===== src/rtl/mux_pkg.sv =====
// -----------------------------------------------------------------------------
// mux_pkg
// Shared constants and types for the 8:1 channel mux and its round-robin
// select arbiter (rr_sel_arbiter, rr_pick).
//   N_CH        : number of mux channels
//   SEL_W       : mux select width, clog2(N_CH)
//   sel_t       : channel index / select type
//   arb_state_t : arbiter FSM state encoding
// -----------------------------------------------------------------------------
package mux_pkg;

  localparam int N_CH  = 8;
  localparam int SEL_W = 3;

  typedef logic [SEL_W-1:0] sel_t;

  typedef enum logic {
    IDLE  = 1'b0,
    GRANT = 1'b1
  } arb_state_t;

endpackage : mux_pkg


===== src/rtl/rr_pick.sv =====
// -----------------------------------------------------------------------------
// rr_pick
// Combinational circular priority encoder. Returns the first set bit of req
// found when searching ptr, ptr+1, ..., N_CH-1, 0, ..., ptr-1.
// Ports:
//   req   in  [N_CH-1:0]  request vector
//   ptr   in  sel_t       highest-priority index for this search
//   found out 1           at least one request bit is set
//   idx   out sel_t       winning index (equals ptr when found=0)
// -----------------------------------------------------------------------------
module rr_pick
  import mux_pkg::*;
(
  input  logic [N_CH-1:0] req,
  input  sel_t            ptr,
  output logic            found,
  output sel_t            idx
);

  sel_t cand;

  // Walk offsets from farthest to nearest so the nearest hit (smallest
  // offset from ptr) is the last assignment and therefore wins.
  always_comb begin
    found = 1'b0;
    idx   = ptr;
    cand  = ptr;
    for (int k = N_CH - 1; k >= 0; k--) begin
      cand = ptr + sel_t'(k);
      if (req[cand]) begin
        found = 1'b1;
        idx   = cand;
      end
    end
  end

endmodule : rr_pick


===== src/rtl/rr_sel_arbiter.sv =====
// -----------------------------------------------------------------------------
// rr_sel_arbiter
// Round-robin arbiter driving the select line of the 8:1 channel mux. One
// channel is granted at a time; its index is held on sel until ack, after
// which priority rotates to the channel just past the served one and a new
// winner (if any) is granted on the very next cycle with no bubble.
//
// Optional feature (macro ARB_TIMEOUT_EN): a grant held for HOLD_MAX cycles
// without ack is force-released exactly as if ack had arrived, and timeout
// pulses for one cycle. Without the macro timeout is tied low and a grant is
// held indefinitely.
//
// Ports:
//   clk        in   rising-edge clock
//   rst        in   asynchronous active-high reset
//   req        in   [N_CH-1:0] per-channel request
//   ack        in   consumer done with current grant (used only in GRANT)
//   sel        out  registered channel index to the mux select
//   gnt_valid  out  sel is valid and held
//   gnt_onehot out  one-hot of sel while gnt_valid, else 0
//   timeout    out  one-cycle pulse on forced release
// -----------------------------------------------------------------------------
module rr_sel_arbiter
  import mux_pkg::*;
#(
  parameter int HOLD_MAX = 16
) (
  input  logic            clk,
  input  logic            rst,
  input  logic [N_CH-1:0] req,
  input  logic            ack,
  output sel_t            sel,
  output logic            gnt_valid,
  output logic [N_CH-1:0] gnt_onehot,
  output logic            timeout
);

  if ((HOLD_MAX < 1) || (HOLD_MAX > 255)) begin : g_hold_range_bad
    $error("rr_sel_arbiter: HOLD_MAX must be within 1..255");
  end

  arb_state_t      state_q, state_d;
  sel_t            sel_q, sel_d;
  sel_t            ptr_q, ptr_d;
  logic            gnt_valid_q, gnt_valid_d;
  logic [N_CH-1:0] onehot_q, onehot_d;

  sel_t            pick_ptr;
  logic            pick_found;
  sel_t            pick_idx;
  logic            force_w;
  logic            release_w;

  // One encoder serves both paths: from ptr when idle, from sel+1 when the
  // current grant is being released.
  rr_pick u_pick (
    .req   (req),
    .ptr   (pick_ptr),
    .found (pick_found),
    .idx   (pick_idx)
  );

  assign pick_ptr  = (state_q == GRANT) ? sel_q + sel_t'(1) : ptr_q;
  assign release_w = (state_q == GRANT) && (ack || force_w);

  always_comb begin
    state_d     = state_q;
    sel_d       = sel_q;
    ptr_d       = ptr_q;
    gnt_valid_d = gnt_valid_q;
    onehot_d    = onehot_q;
    case (state_q)
      IDLE: begin
        if (pick_found) begin
          state_d     = GRANT;
          sel_d       = pick_idx;
          gnt_valid_d = 1'b1;
          onehot_d    = {{(N_CH-1){1'b0}}, 1'b1} << pick_idx;
        end
      end
      GRANT: begin
        if (release_w) begin
          ptr_d = sel_q + sel_t'(1);
          if (pick_found) begin
            sel_d    = pick_idx;
            onehot_d = {{(N_CH-1){1'b0}}, 1'b1} << pick_idx;
          end else begin
            state_d     = IDLE;
            gnt_valid_d = 1'b0;
            onehot_d    = '0;
          end
        end
      end
      default: begin
        state_d     = IDLE;
        gnt_valid_d = 1'b0;
        onehot_d    = '0;
      end
    endcase
  end

  always_ff @(posedge clk or posedge rst) begin
    if (rst) begin
      state_q     <= IDLE;
      sel_q       <= '0;
      ptr_q       <= '0;
      gnt_valid_q <= 1'b0;
      onehot_q    <= '0;
    end else begin
      state_q     <= state_d;
      sel_q       <= sel_d;
      ptr_q       <= ptr_d;
      gnt_valid_q <= gnt_valid_d;
      onehot_q    <= onehot_d;
    end
  end

`ifdef ARB_TIMEOUT_EN
  localparam logic [7:0] HOLD_LIM = 8'(HOLD_MAX - 1);

  logic [7:0] hold_q;
  logic       timeout_q;
  logic       new_grant;

  // ack takes precedence: a forced release is only flagged when ack is low.
  assign force_w   = (state_q == GRANT) && (hold_q == HOLD_LIM) && !ack;
  assign new_grant = pick_found && ((state_q == IDLE) || release_w);

  always_ff @(posedge clk or posedge rst) begin
    if (rst) begin
      hold_q    <= '0;
      timeout_q <= 1'b0;
    end else begin
      timeout_q <= force_w;
      if (new_grant) begin
        hold_q <= '0;
      end else if ((state_q == GRANT) && !release_w) begin
        hold_q <= hold_q + 8'd1;
      end
    end
  end

  assign timeout = timeout_q;
`else
  assign force_w = 1'b0;
  assign timeout = 1'b0;
`endif

  assign sel        = sel_q;
  assign gnt_valid  = gnt_valid_q;
  assign gnt_onehot = onehot_q;

endmodule : rr_sel_arbiter


===== config.mk =====
export PLATFORM = sky130hd
export DESIGN_NAME = rr_sel_arbiter
export DESIGN_NICKNAME = d
export VERILOG_FILES = /design/src/rtl/mux_pkg.sv /design/src/rtl/rr_pick.sv /design/src/rtl/rr_sel_arbiter.sv
export SDC_FILE = /design/constraint.sdc
export NUM_CORES = 1
export LEC_CHECK = 0
export ABC_AREA = 1
export CAP_MARGIN = 20
export CELL_PAD_IN_SITES_DETAIL_PLACEMENT = 0
export CELL_PAD_IN_SITES_GLOBAL_PLACEMENT = 1
export CORE_MARGIN = 2
export CORE_UTILIZATION = 40
export DETAILED_ROUTE_END_ITERATION = 6
export PLACE_DENSITY = 0.86
export SYNTH_ARGS = -nofsm -noshare
export SYNTH_HDL_FRONTEND = slang
export SYNTH_HIERARCHICAL = 1
export SYNTH_SLANG_ARGS = --single-unit

===== constraint.sdc =====
create_clock -name clk -period 6.59 [get_ports clk]
set_input_delay 1.6475 -clock clk [delete_from_list [all_inputs] [get_ports clk]]
set_output_delay 1.6475 -clock clk [all_outputs]
set_load 0.005 [all_outputs]

==> out/qor.csv, run 1 <==
stage;metric;value;unit
clocking;Clk Latency, worst-skew pair;0.29;ns
floorplan;Die Area;4080;um^2
sta;max-slew violations;0;
sta;Final period util;53.2;%
critical_path;critical path data required time;6.82;ns
synth;Synth Instances;217;
synth;post-synthesis compound-gate area fraction;6.38;%
worst_hold_path;min-delay worst type;reg -> reg;
clocking;CTS tree;yes;
synth;Post-synth EDFFs;0;
critical_path;cell family with most CP delay;simple AND/OR/NAND/NOR gates;
placement;GPL Wtd Cong;0.873;
synth;synth unique cells;25;
sta;min cycle time layout;3.50;ns
floorplan;initial core utilization;42.3;%
detailed_routing;Detailed Route WL;3320;um
critical_path;Worst setup SP type;primary input;
critical_path;CP Depth;14;
critical_path;Crit-path slowest cell;clkdlybuf4s50_1;
critical_path;Max stage delay on crit path;0.42;ns
floorplan;standard-cell rows;21;
final_layout;share of post-route cells with drive strength above 1;15.0;%
clocking;Clock Pin Slew Worst Setup and Hold Paths;0.09;ns
final_layout;most common cell after layout, fill and taps aside;nand2_1;
critical_path;critical path peak fanout;9;
global_route;vias in the first global route;1340;
critical_path;worst path arrival time;3.74;ns
critical_path;r2r setup slk;3.16;ns
sta;RSZ-0062 raised after global routing;no;
critical_path;Crit Path Class;in -> reg;
synth;async set or reset register ratio after synthesis;100;%
final_layout;most frequent cells in the layout;82 x nand2_1, 31 x nand3_1, 22 x clkdlybuf4s50_1, 17 x inv_1, 16 x dfrtp_1;
critical_path;worst path cell trace;clkdlybuf4s50_1 > nand2_1 > nand3_1 > nand3_2 > nand2_2 > inv_2 > nand3_2 > nor3_1 > nand4_1 > inv_1 > nor2_1 > nor2_4 > nand2_1 > nand2_1;
synth;post-synthesis sequential area ratio;27.9;%
synth;Cell Area, Synth;1430;um^2
detailed_routing;Final ANT Viol Nets;0;
floorplan;core area;3390;um^2
critical_path;Setup crit start;req[0];
critical_path;reg2reg start;sel[0];
sta;slew margin rel.;59.9;%
detailed_routing;First-pass DRT Iterations;5;
global_route;initial antenna violation count;0;
synth;mux cell area share after synthesis;0;%
critical_path;reg2reg end;gnt_onehot[5];
clocking;buffer count from post-CTS setup fixing;0;
synth;register bit count reported by yosys;16;
sta;Setup Viol. Count Final;0;
detailed_routing;via count;1408;
clocking;Inserted Clock Buffers;3;
critical_path;crit path to;gnt_onehot[5];
global_route;largest net degree at the start of global routing;17;
global_route;gr ovfl total;0;
synth;Post-Synth Simple-Gate Area;48.0;%
sta;f_max;285;MHz
critical_path;CP Capture Type;register;
critical_path;worst path bufs/invs;3;
placement;IO buf count;22;
floorplan;num ports;24;
final_layout;Area Overhead vs Synth;19.6;%
sta;Setup TNS Final;0;ns
detailed_routing;drt wl/cell;11.6;um
synth;syn_area_per_cell;6.60;um^2
sta;Max Clock Skew;0.00368;ns
synth;adder-cell area share of the yosys netlist;2.62;%
detailed_routing;Residual DRC;0;
clocking;Post-CTS Hold Fix Bufs;0;
global_route;gr usage total;18.5;%
clocking;H-Tree Depth;1;
synth;largest family of logic cells by synthesized area;simple AND/OR/NAND/NOR gates;
synth;Synth Area in XOR/XNOR;4.10;%
clocking;Max Buffers Root-to-Sink;2;
synth;post-synth net total;231;
job;Max Cap Viol;0;
clocking;clk sinks;16;
floorplan;die width;63.8;um
critical_path;reg2reg path depth;19;
synth;YS warnings;6;
detailed_routing;Via density;4.92;
placement;hpwl dp;2650;um
clocking;Clk Tree Root Cell;clkbuf_4;
final_layout;Final nets;255;
sta;Worst Tran Pin Value;0.601;ns
final_layout;# diodes;0;
global_route;first-pass GRT wire length;6100;um
status;outcome;complete, no violations;
detailed_routing;drt initial violations;108;
clocking;post_cts resized;0;
synth;Synth Flop Type;dfrtp_1;
sta;Final Hold Vio Count;0;
critical_path;CP dominant cell by count;nand2_1;
floorplan;height of the die;63.8;um
-- state kept, by name, summed over array words and instances, names as in the netlist --
name,cells
gnt_onehot,8
ptr_q,3
sel,3
gnt_valid,1
state_q,1
-- tightest hold or removal path, stage by stage (launching register included) --
cell	delay [ns]
dfrtp_1	0.35
nand2_1	0.05
nand2_1	0.05
-- Yosys cell counts, drive strengths merged (3+ instances only) --
master | n | share of area, %
xor2 | 3 | 2.4
nand4 | 6 | 2.6
buf | 5 | 3.4
dfrtp | 16 | 28
nand2 | 91 | 25
a21oi | 5 | 1.7
nor2 | 5 | 1.8
ha | 3 | 2.6
nor3 | 3 | 1.0
o21ai | 10 | 3.8
inv | 25 | 7.2
nand3 | 40 | 17
-- cell families after synthesis --
kind of cell | count (synthesis)
xor+xnor | 5
simple gates | 145
buf+inv | 30
other cells | 1
compound gates | 17
flops | 16
fa+ha+maj | 3
-- routing by layer --
layer | wire (um) | GRT usage [%] | vias up
met4 | 9 | 0.815 | 0
met3 | 176 | 4.05 | 2
met5 | 0 | 0 | -
met1 | 1790 | 29.4 | 629
li1 | - | - | 747
met2 | 1350 | 26.6 | 30
-- final cells by class --
class | instances | area, um^2
clock buffers | 4 | 36.3
fillers | 331 | 1680
multi-input cells | 171 | 880
flip-flops and latches | 16 | 400
repair buffers | 24 | 235
inverters | 25 | 104
well taps | 46 | 57.6
-- how the worst min path moves through the flow --
| stage | start | endpoint | slack [ns] | cells past startpoint |
|---|---|---|---|---|
| detailed placement | gnt_onehot[2] | gnt_onehot[2] | 0.47 | 2 |
| floorplan | ptr_q[2] | ptr_q[2] | 0.45 | 2 |
| global placement | ptr_q[2] | ptr_q[2] | 0.46 | 2 |
| global route | ptr_q[1] | ptr_q[1] | 0.52 | 2 |
| finish | gnt_onehot[1] | gnt_onehot[1] | 0.48 | 2 |
| CTS | gnt_onehot[2] | gnt_onehot[2] | 0.49 | 2 |
-- metrics by stage --
step | instances | cell area, um^2 | hold slack, ns | utilization, % | setup slack (ns)
finish | 286 | 1710 | 0.484 | 50.5 | 3.09
global route | 286 | 1710 | 0.520 | 50.5 | 2.77
CTS | 286 | 1710 | 0.491 | 50.5 | 3.10
detailed placement | 282 | 1680 | 0.467 | 49.5 | 2.80
global placement | 282 | 1680 | 0.463 | 49.5 | 2.86
floorplan | 217 | 1430 | 0.449 | - | 3.67
Power of run 1 is left out: the tool's default activity adds up to more than one toggle a clock period on the data nets, which glitch-free logic cannot reach.
==> run 2, diff against run 1 <==
Settings changed: CORE_UTILIZATION 40 to 34, PLACE_DENSITY 0.86 to 0.77.
Clock period 6.59 ns to 2.85 ns, I/O delays scaled along.
==> out/qor.csv, run 2 (synthesis results as in run 1) <==
stage;metric;value;unit
sta;max-slew violations;0;
clocking;Clock Pin Slew Worst Setup and Hold Paths;0.06;ns
job;Max Cap Viol;0;
sta;Setup TNS Final;0;ns
final_layout;# diodes;0;
placement;Cell Area, Placed;1840;um^2
sta;Setup Viol. Count Final;0;
global_route;global routing usage on met1;25.8;%
clocking;Max Buffers Root-to-Sink;2;
critical_path;critical path data required time;2.99;ns
critical_path;worst path bufs/invs;7;
detailed_routing;via count;1540;
critical_path;cell family with most CP delay;simple AND/OR/NAND/NOR gates;
placement;GPL Wtd Cong;0.829;
critical_path;worst path cell trace;ha_4 > inv_2 > o21ai_4 > inv_4 > ha_4 > inv_8 > nand3_4 > nand3_2 > nand2_2 > inv_2 > nand3_2 > nor3_2 > nand4_1 > buf_6 > buf_4 > nand2_4 > inv_1 > nand2_1 > nand2_1;
sta;Final period util;94.4;%
floorplan;standard-cell rows;23;
detailed_routing;drt initial violations;83;
clocking;CTS tree;yes;
global_route;vias in the first global route;1311;
detailed_routing;drt wl/cell;12.3;um
sta;Max Clock Skew;0.00437;ns
detailed_routing;Final ANT Viol Nets;0;
global_route;GRT Max-Usage Layer;met1;
global_route;largest net degree at the start of global routing;17;
critical_path;Worst setup SP type;register;
sta;slew margin rel.;58.4;%
final_layout;Area Overhead vs Synth;46.6;%
sta;Hold WS;0.479;ns
critical_path;Crit-path slowest cell;dfrtp_1;
detailed_routing;Residual DRC;0;
final_layout;most common cell after layout, fill and taps aside;nand2_1;
floorplan;core area;4030;um^2
global_route;gr usage total;16.8;%
final_layout;max reg flops;8;
clocking;Inserted Clock Buffers;3;
floorplan;Die Area;4750;um^2
clocking;Clk Tree Root Cell;clkbuf_8;
floorplan;height of the die;68.9;um
floorplan;initial core utilization;35.6;%
clocking;Clk Latency, worst-skew pair;0.25;ns
floorplan;num ports;24;
critical_path;Crit Path Class;reg -> reg;
placement;hpwl dp;2970;um
final_layout;share of post-route cells with drive strength above 1;29.7;%
critical_path;critical path peak fanout;8;
global_route;grt met3 use;3.73;%
sta;Final Hold Vio Count;0;
detailed_routing;First-pass DRT Iterations;4;
critical_path;Max stage delay on crit path;0.41;ns
critical_path;worst path arrival time;2.83;ns
sta;f_max;372;MHz
global_route;initial antenna violation count;0;
worst_hold_path;min-delay worst type;reg -> reg;
sta;Worst Tran Pin Value;0.623;ns
global_route;met2 Use GR;25.2;%
clocking;H-Tree Depth;1;
placement;dpl ws;-0.0622;ns
critical_path;CP Capture Type;register;
global_route;first-pass GRT wire length;6040;um
detailed_routing;Detailed Route WL;3860;um
placement;IO buf count;22;
detailed_routing;Via density;4.92;
clocking;clk sinks;16;
status;outcome;complete, no violations;
final_layout;post-route cell area;2100;um^2
final_layout;Final nets;278;
final_layout;most frequent cells in the layout;81 x nand2_1, 24 x nand3_1, 22 x clkdlybuf4s50_1, 22 x buf_4, 16 x dfrtp_1;
floorplan;die width;68.9;um
sta;min cycle time layout;2.69;ns
sta;Worst Slack Setup Final;0.160;ns
global_route;gr ovfl total;0;
run 2: final timing paths:
check	from	end	slack [ns]	cells past startpoint
max	sel[0]	gnt_onehot[2]	0.16	19
min	gnt_onehot[6]	gnt_onehot[6]	0.48	2
max reg2reg	sel[0]	gnt_onehot[2]	0.16	19
min reg2reg	gnt_onehot[6]	gnt_onehot[6]	0.48	2
max in group asynchronous	rst	gnt_onehot[6]	1.61	2
min in group asynchronous	rst	state_q	0.83	2
run 2: final cells by class:
type                            count  area [um^2]
Tap cell                           50         62.6
Clock buffer                        4         55.1
Inverter                           25          114
Timing Repair Buffer               47          428
Sequential cell                    16          400
Multi-Input combinational cell    171         1040
Fill cell                         402         1930
run 2: worst reg2reg max path, cell delays in order, from the launching register on:
cell     delay, ns
dfrtp_1       0.41
ha_4          0.28
inv_2         0.04
o21ai_4       0.15
inv_4         0.05
ha_4          0.30
inv_8         0.11
nand3_4       0.08
nand3_2       0.10
nand2_2       0.07
inv_2         0.07
nand3_2       0.08
nor3_2        0.16
nand4_1       0.13
buf_6         0.16
buf_4         0.14
nand2_4       0.09
inv_1         0.07
nand2_1       0.06
nand2_1       0.04
run 2: routing by layer:
metal	routed length, um	vias to the layer above
met5	0	-
met4	10	0
met3	213	2
met2	1840	36
met1	1800	711
li1	-	791
run 2: per-stage QoR:
step | std cells | util (%)
3_3_place_gp | 306 | 45.8
2_1_floorplan | 217 | -
3_5_place_dp | 306 | 45.8
4_1_cts | 310 | 47.3
6_report | 313 | 52.1
5_1_grt | 313 | 52.1
run 2: timing repair:
action	CTS	global route
cloned	0	0
pin swaps	0	14
setup buffers	0	3
setup endpoints to repair	9	13
hold buffers	0	0
resized for setup	2	35
Power of run 2 is left out for the same reason.
